<file path="src/rtl/counter_pkg.sv">
// Shared types and defaults for the up/down modulo counter and its prescaler.
package counter_pkg;

  typedef enum logic {
    DIR_DOWN = 1'b0,
    DIR_UP   = 1'b1
  } dir_e;

  typedef enum logic {
    MODE_WRAP = 1'b0,
    MODE_SAT  = 1'b1
  } mode_e;

  localparam int PSC_W_DEFAULT = 4;

endpackage : counter_pkg

</file>
<file path="src/rtl/counter_prescaler.sv">
// Step-enable prescaler: one tick every prescale_i+1 enabled cycles; clr_i restarts the period.
module counter_prescaler
  import counter_pkg::*;
#(
  parameter int PSC_W = PSC_W_DEFAULT
) (
  input  logic             clk,
  input  logic             rst,
  input  logic             en_i,
  input  logic             clr_i,
  input  logic [PSC_W-1:0] prescale_i,
  output logic             tick_o
);

  logic [PSC_W-1:0] psc_q;
  logic [PSC_W-1:0] psc_d;
  logic             tick_s;

  // >= rather than == so that lowering prescale below the running phase still ticks next cycle
  assign tick_s = en_i && (psc_q >= prescale_i);
  assign tick_o = tick_s;

  // Next-state for the phase counter; clr beats en, idle cycles freeze the phase.
  always_comb begin
    psc_d = psc_q;
    if (clr_i) begin
      psc_d = {PSC_W{1'b0}};
    end else if (tick_s) begin
      psc_d = {PSC_W{1'b0}};
    end else if (en_i) begin
      psc_d = psc_q + PSC_W'(1);
    end else begin
      psc_d = psc_q;
    end
  end

  // Phase register with synchronous active-low reset.
  always_ff @(posedge clk) begin
    if (!rst) begin
      psc_q <= {PSC_W{1'b0}};
    end else begin
      psc_q <= psc_d;
    end
  end

endmodule : counter_prescaler

</file>
<file path="src/rtl/counter_mod.sv">
// Up/down modulo counter with wrap/saturate, clamped parallel load, terminal-count pulse,
// sticky overflow and compare match.
module counter_mod
  import counter_pkg::*;
#(
  parameter int WIDTH   = 5,
  parameter int MAX_VAL = 2**WIDTH - 1,
  parameter int PSC_W   = PSC_W_DEFAULT
) (
  input  logic             clk,
  input  logic             rst,
  input  logic             en_i,
  input  logic             dir_i,
  input  logic             sat_i,
  input  logic             load_i,
  input  logic [WIDTH-1:0] load_val_i,
  input  logic [PSC_W-1:0] prescale_i,
  input  logic [WIDTH-1:0] cmp_val_i,
  input  logic             ovf_clr_i,
  output logic [WIDTH-1:0] count_o,
  output logic             tc_o,
  output logic             ovf_o,
  output logic             cmp_match_o
);

  localparam logic [WIDTH-1:0] MAX_C  = WIDTH'(MAX_VAL);
  localparam logic [WIDTH-1:0] ZERO_C = {WIDTH{1'b0}};

  function automatic logic [WIDTH-1:0] clamp_load(input logic [WIDTH-1:0] val);
    return (val > MAX_C) ? MAX_C : val;
  endfunction

  logic [WIDTH-1:0] count_q, count_d;
  logic             tc_q, tc_d;
  logic             ovf_q, ovf_d;
  logic             tick_s;
  logic             step_s;
  logic             at_bound_s;
  logic             bound_evt_s;
  dir_e             dir_s;
  mode_e            mode_s;

  counter_prescaler #(
    .PSC_W (PSC_W)
  ) u_prescaler (
    .clk        (clk),
    .rst        (rst),
    .en_i       (en_i),
    .clr_i      (load_i),
    .prescale_i (prescale_i),
    .tick_o     (tick_s)
  );

  assign dir_s  = dir_e'(dir_i);
  assign mode_s = mode_e'(sat_i);
  assign step_s = tick_s && !load_i;

  // Boundary detection and next-state for count, tc and ovf.
  always_comb begin
    at_bound_s = 1'b0;
    count_d    = count_q;
    case (dir_s)
      DIR_UP:   at_bound_s = (count_q == MAX_C);
      DIR_DOWN: at_bound_s = (count_q == ZERO_C);
      default:  at_bound_s = 1'b0;
    endcase
    bound_evt_s = step_s && at_bound_s;

    if (load_i) begin
      count_d = clamp_load(load_val_i);
    end else if (step_s) begin
      case (dir_s)
        DIR_UP:   count_d = at_bound_s ? ((mode_s == MODE_SAT) ? MAX_C : ZERO_C)
                                       : count_q + WIDTH'(1);
        DIR_DOWN: count_d = at_bound_s ? ((mode_s == MODE_SAT) ? ZERO_C : MAX_C)
                                       : count_q - WIDTH'(1);
        default:  count_d = count_q;
      endcase
    end else begin
      count_d = count_q;
    end

    tc_d = bound_evt_s;

    // a boundary in the same cycle as a clear must leave the flag set
    if (bound_evt_s) begin
      ovf_d = 1'b1;
    end else if (ovf_clr_i) begin
      ovf_d = 1'b0;
    end else begin
      ovf_d = ovf_q;
    end
  end

  // State registers with synchronous active-low reset.
  always_ff @(posedge clk) begin
    if (!rst) begin
      count_q <= ZERO_C;
      tc_q    <= 1'b0;
      ovf_q   <= 1'b0;
    end else begin
      count_q <= count_d;
      tc_q    <= tc_d;
      ovf_q   <= ovf_d;
    end
  end

  assign count_o     = count_q;
  assign tc_o        = tc_q;
  assign ovf_o       = ovf_q;
  assign cmp_match_o = (count_q == cmp_val_i);

endmodule : counter_mod

</file>
<file path="config.mk">
export PLATFORM = sky130hd
export DESIGN_NAME = counter_mod
export DESIGN_NICKNAME = d
export VERILOG_FILES = /design/src/rtl/counter_pkg.sv /design/src/rtl/counter_prescaler.sv /design/src/rtl/counter_mod.sv
export SDC_FILE = /design/constraint.sdc
export NUM_CORES = 1
export LEC_CHECK = 0
export BUFFER_PORTS_ARGS = -buffer_cell sky130_fd_sc_hd__buf_2
export CAP_MARGIN = 10
export CORE_MARGIN = 2
export CORE_UTILIZATION = 54
export DETAILED_ROUTE_END_ITERATION = 6
export GPL_ROUTABILITY_DRIVEN = 0
export GPL_TIMING_DRIVEN = 0
export PLACE_DENSITY = 0.82
export SYNTH_ARGS = -nofsm -noshare
export SYNTH_HDL_FRONTEND = slang
export SYNTH_SLANG_ARGS = --single-unit
</file>
<file path="constraint.sdc">
create_clock -name clk -period 2.41 [get_ports clk]
set_input_delay 0.482 -clock clk [delete_from_list [all_inputs] [get_ports clk]]
set_output_delay 0.482 -clock clk [all_outputs]
set_load 0.1 [all_outputs]
</file>
* Word level (Yosys, flattened, before mapping) *
Cells that the tools add are included.

operators by class
  bitwise logic cells = 2
  multiplexer cells = 11
  magnitude comparators = 2
  eq/ne operators = 2
  add/sub/neg operators = 3
  reduce and logical (&&, ||, !) cells = 8

operators by type and width
  cell                                                  count
  two-way mux 5 bit                                     7
  case mux 5 bit (2 select lines)                       1
  adder 5 x 1 -> 5 bit, second input constant           1
  == test 5 bit                                         1
  == test 5 bit, second input constant                  1
  greater-than comparator 5 bit, second input constant  1
  logical NOT 5 bit                                     1
  subtractor 5 x 1 -> 5 bit, second input constant      1
  adder 4 x 1 -> 4 bit, second input constant           1
  >= comparator 4 bit                                   1
  nonzero test 2 bit                                    2
  logical AND 1 bit                                     3
  OR reduction 3 bit                                    1
  two-way mux 1 bit                                     2
  NOT 1 bit                                             2
  case mux 1 bit (2 select lines)                       1
  logical NOT 1 bit                                     1

storage, ports and cells
  output and inout bits = 8
  input port bits = 21
  logic and storage cells = 32
  register bits after elaboration = 11

* Longest topological paths before layout *
Gate-level depths: netlist of run 1.

  depth in word-level cells = 6
  mapped depth = 8
  gate-level depth less buffers = 8

* Cells and area by module *
A second synthesis of run 1 with hierarchy kept.

unflattened totals
  cell total of the unflattened synthesis = 121
  area total of the unflattened synthesis = 960.9 µm²

by module, submodules not included
  module             instances  sequential area each (µm²)  cells each  area each (µm²)
  counter_mod        1          140.1                       85          636.9
  counter_prescaler  1          80.1                        36          324.1

* Worst setup path after synthesis of run 1 *
OpenSTA, ideal clock, no wires.

  kind = register -> output
  start = register count_q[4] (netlist: count_o[4])
  end = output port cmp_match_o
  data arrival time = 3.472 ns
  data required time = 1.928 ns
  buffers on the path = 1
  slack = -1.544 ns
  cell stages (with the launch flop) = 5
  path through = dfxtp_1 buf_6 xnor2_1 nand3_1 nor3_1

between the ends
  word-level cells in the longest chain between the ends = 1

RTL lines
  what                      line                text
  start: declaration        counter_mod.sv:33   logic [WIDTH-1:0] count_q, count_d;
  start signal: assignment  counter_mod.sv:102  count_q <= count_d;
  == test 5 bit             counter_mod.sv:111  assign cmp_match_o = (count_q == cmp_val_i);
  end: declaration          counter_mod.sv:23   output logic cmp_match_o

Every way passes these cells.

* Worst setup path in the final report of run 1 *
Ends and elaborated chain as after synthesis.

==> results of run 1 <==
-- path summary, 6_finish.rpt --
kind	from	cells past startpoint	slack [ns]	end
hold reg to reg	ovf_o	1	0.53	ovf_o
hold / removal	load_val_i[4]	3	0.48	count_o[4]
setup / recovery	count_o[4]	5	0.32	cmp_match_o
setup reg to reg	u_prescaler.psc_q[0]	7	0.67	ovf_o
-- cell type report --
class,count,area (um^2)
Fill cell,133,448
Sequential cell,11,226
Buffer,6,43.8
Tap cell,16,20.0
Clock buffer,4,26.3
Timing Repair Buffer,25,125
Multi-Input combinational cell,82,639
Inverter,8,30.0
-- power by group through the flow --
stage | clock network (mW) | registers, mW | logic (mW)
3_5_place_dp | 0 | 0.202 | 0.181
2_1_floorplan | 0 | 0.241 | 0.101
4_1_cts | 0.131 | 0.198 | 0.182
6_report | 0.129 | 0.198 | 0.182
3_3_place_gp | 0 | 0.203 | 0.175
5_1_grt | 0.141 | 0.200 | 0.196
-- cells in the mapped netlist (3+ instances only) --
cell type / instances / area share
o21ai_1: 4 / 0.022
ha_1: 8 / 0.11
xnor2_1: 4 / 0.038
dfxtp_1: 11 / 0.24
mux2i_1: 3 / 0.033
inv_1: 8 / 0.033
nand2b_1: 4 / 0.027
nand2_1: 6 / 0.024
o21ai_0: 3 / 0.016
a21o_1: 4 / 0.033
a21oi_1: 7 / 0.038
a32oi_1: 5 / 0.047
nor3_1: 6 / 0.033
xor2_1: 6 / 0.057
-- cells by family (layout without fill, tap and decap cells) --
kind of cell             after synthesis  in the layout
AO/OA/AOI/OAI                         33             33
XOR/XNOR                              10             10
adder cells (fa/ha/maj)                8              8
buffers and inverters                 14             43
flip-flops                            11             11
multiplexers                           4              4
AND/OR/NAND/NOR                       27             27
-- state kept, by name, indices dropped and copies added, names as in the netlist --
signal,count
ovf_o,1
count_o,5
tc_o,1
u_prescaler.psc_q,4
-- layer usage --
layer	vias to the layer above	wire, um
met5	-	0
met4	0	0
met3	0	120
met2	30	1020
met1	400	934
li1	452	-
-- tightest hold or removal path, delay by kind of cell --
family	cells	cell delay (ns)
AOI/OAI and AO/OA	2	0.14
buffers and inverters	1	0.08
==> metrics, run 1 <==
Final Instance Area 1110 um^2; Finished Core Util 0.713; antenna violations before repair 0; Crit-path slowest cell buf_2; setup slack after layout ~0.32 ns; CTS HTree Levels 1; WS Path Type register to output pin; Avg WL per Cell 13.6 um; Final Cycle Share 0.868; Syn Inst Count about 110; MaxCap Viol Count 0; combinational share of power 0.357; post-CTS resize count 0; Vias/cell around 5.8; internal power 0.320 mW; clock tree sinks 11; chip height 45.3 um; largest stage delay on the critical path between 0.4 and 0.5 ns; CTS tree yes; WP data arrival ~1.6 ns; Startpoint Class register; Core Area 1560 um^2; Switching Share 0.371; most frequent cells in the layout 27 x buf_2, 8 x inv_1, 8 x ha_1; PwrDens approximately 460 nW/um^2; max-slew violation count 0; WP data required 1.93 ns; Die X 45.3 um; number of CTS-inserted buffers 3; Max VDD drop about 0.30 mV; First DRT Iteration DRCs 18; largest net degree at the start of global routing 11; total track usage 0.219; Post-CTS Setup Repair Bufs 0; outcome finished clean; Sequential Power Share 0.390; hold_buf cts 0; Critical path buffers and inverters 2; CTS Buffer Depth 2; Post-Syn Area per Cell 8.62 um^2; Critical Path, Cell by Cell buf_6 -> xnor2_1 -> nand3_1 -> nor3_4 -> buf_2; Slew headroom 0.677; post-synthesis sequential area ratio 0.239; Post-synth ARST share 0; Fin Hold WS ~0.48 ns; Post-DRT Antenna Nets 0; Pre-Repair DR Iteration Count 4; slew of the pin with the lowest slew margin slightly below 0.5 ns; simple-gate share of the synthesized area 0.185; Sw Pwr 0.189 mW; RSZ-0062 raised after global routing no; power share of the clock group 0.253; die area 2050 um^2; count of cell types in the netlist 39; met3 usage 0.0360; Post-Syn Nets 136; worst slack at placement 0.478 ns; commonest non-fill, non-tap cell in the layout buf_2; overall power 0.509 mW; Post-synth EDFFs 0; clk slew on worst S/H paths roughly 0.070 ns; Initial Util 0.591; Clock Latency Late Sink 0.26 ns; area grow syn2layout 20.5%; IO Port Bufs 25; worst min-delay path class input pin to register; gr ovfl total 0; met2 GRT Util 0.366; nature of the critical path endpoint output pin; post-synthesis mux area share 0.0448; met1 Track Usage GR 0.302; share of layout cells above drive strength 1 0.331; I/O Pins 29; n_diodes 0; Row Count 14; Most Crowded Layer GR met2; vias in the first global route a little under 800; Synth Area in XOR/XNOR 0.0950; Final Hold Viols 0; fin cells approximately 150; Static Leakage between 0.5 and 0.6 nW; layout net count roughly 170; Root Driver clkbuf_4; main combinational cell family by area after synthesis compound AO/OA/AOI/OAI gates; Post-Route WL 2070 um; Compound-Gate Fraction of Synth Area 0.248; Clock Skew 0.00156 ns; adder-cell share of the synthesized area 0.109; Yosys reg bits 11; Max Clock Freq 478 MHz; Setup TNS Final 0 ns; via count slightly below 900; Post-Place Cells 148; first-pass GRT wire length 3320 um; cell family with most CP delay buffers and inverters; synthesized area 922 um^2; critical path fanouts, max 7; final number of setup-violating endpoints 0; Main synth FF type dfxtp_1; final worst path period need 2.09 ns; yosys warns 0; Post-DP Area 1080 um^2; drt drc 0; HPWL Detailed 1640 um
Note: power is estimated with default switching activity, not from simulation.
==> run 2, diff against run 1 <==
Settings changed: CELL_PAD_IN_SITES_DETAIL_PLACEMENT from default to 0, CELL_PAD_IN_SITES_GLOBAL_PLACEMENT from default to 1, CORE_UTILIZATION 54 to 39, PLACE_DENSITY 0.82 to 0.81.
==> metrics, run 2 (synthesized netlist as in run 1, its figures left out) <==
RSZ-0062 raised after global routing no; Post-CTS Setup Repair Bufs 0 (unchanged); depth of the worst hold-timing path 3 (unchanged); Vias/cell 5.46 (-5.8%); reg2reg start count_o[0]; Post-DRT Antenna Nets 0 (unchanged); nature of the critical path endpoint output pin; worst min-delay path class input pin to register; power share of the clock group 0.248 (-0.005); post-CTS resize count 0 (unchanged); Worst Hold End count_o[2]; final number of setup-violating endpoints 0 (unchanged); WS Path Type register to output pin; Row Count 17 (+3); Pre-Repair DR Iteration Count 4 (unchanged); via count 896 (+1.6%); Post-DP Area 1100 um^2 (+1.4%); Slew headroom 0.678 (+0.00152); Core Area 2230 um^2 (+43%); largest net degree at the start of global routing 11 (unchanged); vias in the first global route 880 (+13%); R2R setup slack 0.69 ns (+0.02 ns); Sw Pwr 0.187 mW (-0.76%); MaxCap Viol Count 0 (unchanged); Avg WL per Cell 13.1 um (-4.2%); clk slew on worst S/H paths 0.07 ns (about the same); Max VDD drop 0.301 mV (+1.4%); Hold Startpoint load_val_i[2]; drt drc 0 (unchanged); gr ovfl total 0 (unchanged); antenna violations before repair 0 (unchanged); slew of the pin with the lowest slew margin 0.486 ns (-0.00230 ns); die area 2770 um^2 (+35%); Final Hold Viols 0 (unchanged); Static Leakage 0.558 nW (+0.49%); number of CTS-inserted buffers 3 (unchanged); Setup crit start count_o[3]; n_diodes 0 (unchanged); final worst path period need 2.05 ns (-0.0406 ns); Final Cycle Share 0.851 (-0.0169); combinational share of power 0.359 (+0.002); outcome finished clean; R2R depth 6 (-1); most frequent cells in the layout 27 x buf_2, 8 x inv_1, 8 x ha_1; Clock Skew 0.00399 ns (+0.00243 ns); share of layout cells above drive strength 1 0.338 (+0.00735); Crit-path slowest cell buf_2; Initial Util 0.413 (-0.179); Critical Path, Cell by Cell buf_6 -> xnor2_1 -> nand3_1 -> nor3_4 -> buf_2; first-pass GRT wire length 3720 um (+12%); multi-input logic area 639 um^2 (unchanged); hold_buf cts 0 (unchanged); Max Clock Freq 487 MHz (+2.0%); R2R Path End count_o[1]; number of flip-flops in the largest register 5 (unchanged); Register Area 226 um^2 (unchanged); WP data arrival 1.57 ns (-0.04 ns); layout net count 166 (unchanged); commonest non-fill, non-tap cell in the layout buf_2; Sequential Power Share 0.393 (+0.003); Die X 52.6 um (+16%); WP data required 1.93 ns (about the same); largest stage delay on the critical path 0.43 ns (about the same); clock tree sinks 11 (unchanged); Final Instance Area 1130 um^2 (+1.5%); critical path fanouts, max 10 (+3); Switching Share 0.371 (about the same); Startpoint Class register; Filler cells 228 (+71%); Post-Route WL 2140 um (+3.4%); Setup TNS Final 0 ns (unchanged); HPWL Detailed 1720 um (+4.7%); area grow syn2layout 22.3%; total track usage 0.176 (-0.0432); IO Port Bufs 25 (unchanged); Clock Latency Late Sink 0.27 ns (about the same); I/O Pins 29 (unchanged); CTS HTree Levels 1 (unchanged); internal power 0.318 mW (-0.76%); PwrDens 448 nW/um^2 (-2.2%); CTS Buffer Depth 2 (unchanged); chip height 52.6 um (+16%); max-slew violation count 0 (unchanged); CTS tree yes; First DRT Iteration DRCs 16 (-2); Root Driver clkbuf_4
-- run 2: through the flow --
step / cells / util / setup slack (ns) / power (mW) / hold slack [ns]
global route: 164 / 0.505 / 0.267 / 0.539 / 0.466
global placement: 160 / 0.492 / 0.543 / 0.380 / 0.480
CTS: 164 / 0.505 / 0.342 / 0.510 / 0.452
floorplan: 107 / - / 0.0763 / 0.342 / 0.529
detailed placement: 160 / 0.492 / 0.485 / 0.385 / 0.493
finish: 164 / 0.505 / 0.359 / 0.505 / 0.456
-- run 2: how the worst max path moves through the flow --
| stage | to | slack [ns] |
|---|---|---|
| after floorplan | cmp_match_o | 0.08 |
| after global placement | cmp_match_o | 0.54 |
| after detailed placement | cmp_match_o | 0.48 |
| after CTS | cmp_match_o | 0.34 |
| after global routing | cmp_match_o | 0.27 |
| final | cmp_match_o | 0.36 |
-- run 2: metal layers --
layer | GRT usage | up-vias | part of all wire
met4 | 0.0385 | 0 | 0
met5 | 0 | - | 0
li1 | - | 452 | -
met3 | 0.0429 | 0 | 0.066
met1 | 0.222 | 420 | 0.48
met2 | 0.300 | 24 | 0.45
-- run 2: area by class of cell --
| type | instances | area share |
|---|---|---|
| multi-input cells | 82 | 0.567 |
| flip-flops and latches | 11 | 0.201 |
| repair buffers | 25 | 0.111 |
| plain buffers | 6 | 0.0388 |
| well taps | 28 | 0.0311 |
| inverters | 8 | 0.0266 |
| clock buffers | 3 | 0.0200 |
| clock inverters | 1 | 0.00444 |
-- run 2: critical path, delay by kind of cell (launching register included) --
| kind | cells | cell delay, ns |
|---|---|---|
| buffers and inverters | 2 | 0.57 |
| DFF | 1 | 0.32 |
| and+or+nand+nor | 2 | 0.24 |
| xor gates and xnor gates | 1 | 0.16 |
-- run 2: power groups by stage --
stage,clock [mW],sequential [mW],combinational [mW]
after floorplan,0,0.241,0.101
after global placement,0,0.203,0.178
after detailed placement,0,0.203,0.182
after CTS,0.129,0.199,0.182
after global routing,0.141,0.200,0.198
final,0.125,0.199,0.181
==> run 3, diff against run 2 <==
Settings changed: ABC_AREA from default to 1, CORE_UTILIZATION 39 to 37, HOLD_SLACK_MARGIN from default to 0.08.
==> metrics, run 3 <==
depth of the worst hold-timing path 3 (unchanged); Die X 55.2 um (+4.8%); I/O Pins 29 (unchanged); outcome finished clean; Final Hold Viols 0 (unchanged); Worst Hold End count_o[4]; R2R Path End count_o[2]; Vias/cell 4.79 (-12%); via count 1,006 (+12%); Clock Skew 0.00494 ns (+0.000957 ns); Max VDD drop 0.464 mV (+54%); Post-synth top cells 40 x nand2_1, 17 x nor2_1, 16 x nand3_1; final worst path period need 2.27 ns (+0.219 ns); number of CTS-inserted buffers 3 (unchanged); Post-CTS Setup Repair Bufs 0 (unchanged); CTS Buffer Depth 2 (unchanged); Post-synth EDFFs 0 (unchanged); nature of the critical path endpoint output pin; Static Leakage 0.641 nW (+15%); Top cell by count, worst path nand2_1; first-pass GRT wire length 3330 um (-10%); Post-Route WL 2120 um (-1.1%); overall power 0.545 mW (+7.9%); hold_buf cts 0 (unchanged); clock tree sinks 11 (unchanged); HPWL Detailed 1770 um (+3.2%); dominant cell by count in the synthesized netlist nand2_1; slew of the pin with the lowest slew margin 0.487 ns (+0.000852 ns); most frequent cells in the layout 40 x nand2_1, 28 x buf_2, 17 x nor2_1; post-CTS resize count 0 (unchanged); Setup TNS Final 0 ns (unchanged); gr ovfl total 0 (unchanged); Crit-path slowest cell buf_2; layout net count 210 (+27%); Main synth FF type dfxtp_1; Core Area 2480 um^2 (+11%); R2R depth 11 (+5); First DRT Iteration DRCs 9 (-7); commonest non-fill, non-tap cell in the layout nand2_1; Post-Syn Area per Cell 6.54 um^2 (-24%); die area 3040 um^2 (+9.9%); top post-synthesis cells by area dfxtp_1 23%, nand2_1 16%, ha_1 10%; count of cell types in the netlist 27 (-31%); Clock Latency Late Sink 0.26 ns (about the same); cell family with most CP delay buffers and inverters; WP data required 1.93 ns (about the same); Synth area leader dfxtp_1; Pre-Repair DR Iteration Count 4 (unchanged); Filler cells 272 (+19%); synthesized area 968 um^2 (+5.0%); max-slew violation count 0 (unchanged); n_diodes 0 (unchanged); total track usage 0.156 (-0.0203); worst min-delay path class input pin to register; Slew headroom 0.678 (about the same); R2R setup slack 0.66 ns (-0.03 ns); vias in the first global route 845 (-4.0%); IO Port Bufs 28 (+12%); MaxCap Viol Count 0 (unchanged); RSZ-0062 raised after global routing no; PwrDens 455 nW/um^2 (+1.6%); CTS HTree Levels 1 (unchanged); yosys warns 0 (unchanged); area grow syn2layout 23.6%; number of flip-flops in the largest register 5 (unchanged); Critical Path, Cell by Cell inv_1 -> nand2_1 -> o21ai_1 -> a221oi_1 -> nand2_1 -> nor3_4 -> buf_2; Row Count 18 (+1); Root Driver clkbuf_4; Synth top area share 0.227 (-0.0114); Final Cycle Share 0.942 (+0.0910); WS Path Type register to output pin; CTS tree yes; antenna violations before repair 0 (unchanged); Yosys reg bits 11 (unchanged); Syn Inst Count 148 (+38%); Startpoint Class register; Post-synth ARST share 0 (unchanged); Hold Startpoint rst; drt drc 0 (unchanged); critical path fanouts, max 5 (-5); final number of setup-violating endpoints 0 (unchanged); post-synthesis sequential area ratio 0.227 (-0.0114); largest stage delay on the critical path 0.44 ns (about the same); reg2reg start count_o[0]; largest net degree at the start of global routing 11 (unchanged); chip height 55.2 um (+4.8%); Initial Util 0.391 (-0.0220); Critical path buffers and inverters 2 (unchanged); WP data arrival 1.79 ns (+0.22 ns); Post-Syn Nets 177 (+30%); clk slew on worst S/H paths 0.07 ns (about the same); Max Clock Freq 440 MHz (-9.7%); share of layout cells above drive strength 1 0.300 (-0.0382); Avg WL per Cell 10.1 um (-23%); Post-DRT Antenna Nets 0 (unchanged)
-- run 3: changes by cell type after synthesis, sizes merged, moves of 4 or more --
cell,before,now
a21o,4,0
inv,8,21
nand2b,5,0
buf,5,1
nor2,1,19
nor3,6,1
nand3,2,17
nand2,6,43
a32oi,5,0
-- run 3: kinds of logic after synthesis --
logic type	Yosys count	synth area share
AOI/OAI and AO/OA	13	0.0827
xor gates and xnor gates	8	0.0724
adders and majority gates	8	0.103
buffers and inverters	24	0.115
DFF	11	0.227
muxes	1	0.0103
and+or+nand+nor	83	0.389
-- run 3: per-layer routing --
metal,wire length [um],track usage
met1,1070,0.181
met2,908,0.284
met3,143,0.0484
met4,0,0.0244
met5,0,0
-- run 3: tightest hold or removal path, delay by kind of cell --
family | cells | cell delay (ns)
buffers and inverters | 1 | 0.10
and+or+nand+nor | 2 | 0.12
-- run 3: where the power goes --
group	internal [mW]	total, mW	leakage (nW)	switching (mW)
registers	0.190	0.202	0.0925	0.0113
logic	0.0738	0.224	0.534	0.150
clock network	0.0639	0.119	0.0150	0.0556
total	0.328	0.545	0.641	0.217
-- run 3: worst max path at each step --
stage | end | slack [ns] | cells after the start | start
floorplan | cmp_match_o | 0.02 | 6 | count_o[1]
global placement | cmp_match_o | 0.30 | 7 | cmp_val_i[1]
detailed placement | cmp_match_o | 0.28 | 7 | cmp_val_i[1]
CTS | cmp_match_o | 0.13 | 7 | count_o[1]
global route | cmp_match_o | 0.01 | 7 | count_o[1]
finish | cmp_match_o | 0.14 | 7 | count_o[1]
-- run 3: cell type report --
class | count | area [um^2] | share of cell area
Sequential cell | 11 | 234 | 0.195
Inverter | 23 | 100 | 0.0836
Multi-Input combinational cell | 113 | 648 | 0.541
Buffer | 1 | 11.3 | 0.00940
Timing Repair Buffer | 28 | 140 | 0.117
Tap cell | 30 | 37.5 | 0.0313
Clock buffer | 4 | 26.3 | 0.0219
-- run 3: through the flow --
stage,util,area (um^2),hold WS (ns),worst slack [ns],std cells
4_1_cts,0.483,1200,0.463,0.126,210
3_3_place_gp,0.473,1170,0.455,0.304,206
3_5_place_dp,0.473,1170,0.461,0.275,206
5_1_grt,0.483,1200,0.479,0.0139,210
2_1_floorplan,-,993,0.498,0.0225,148
6_report,0.483,1200,0.469,0.139,210
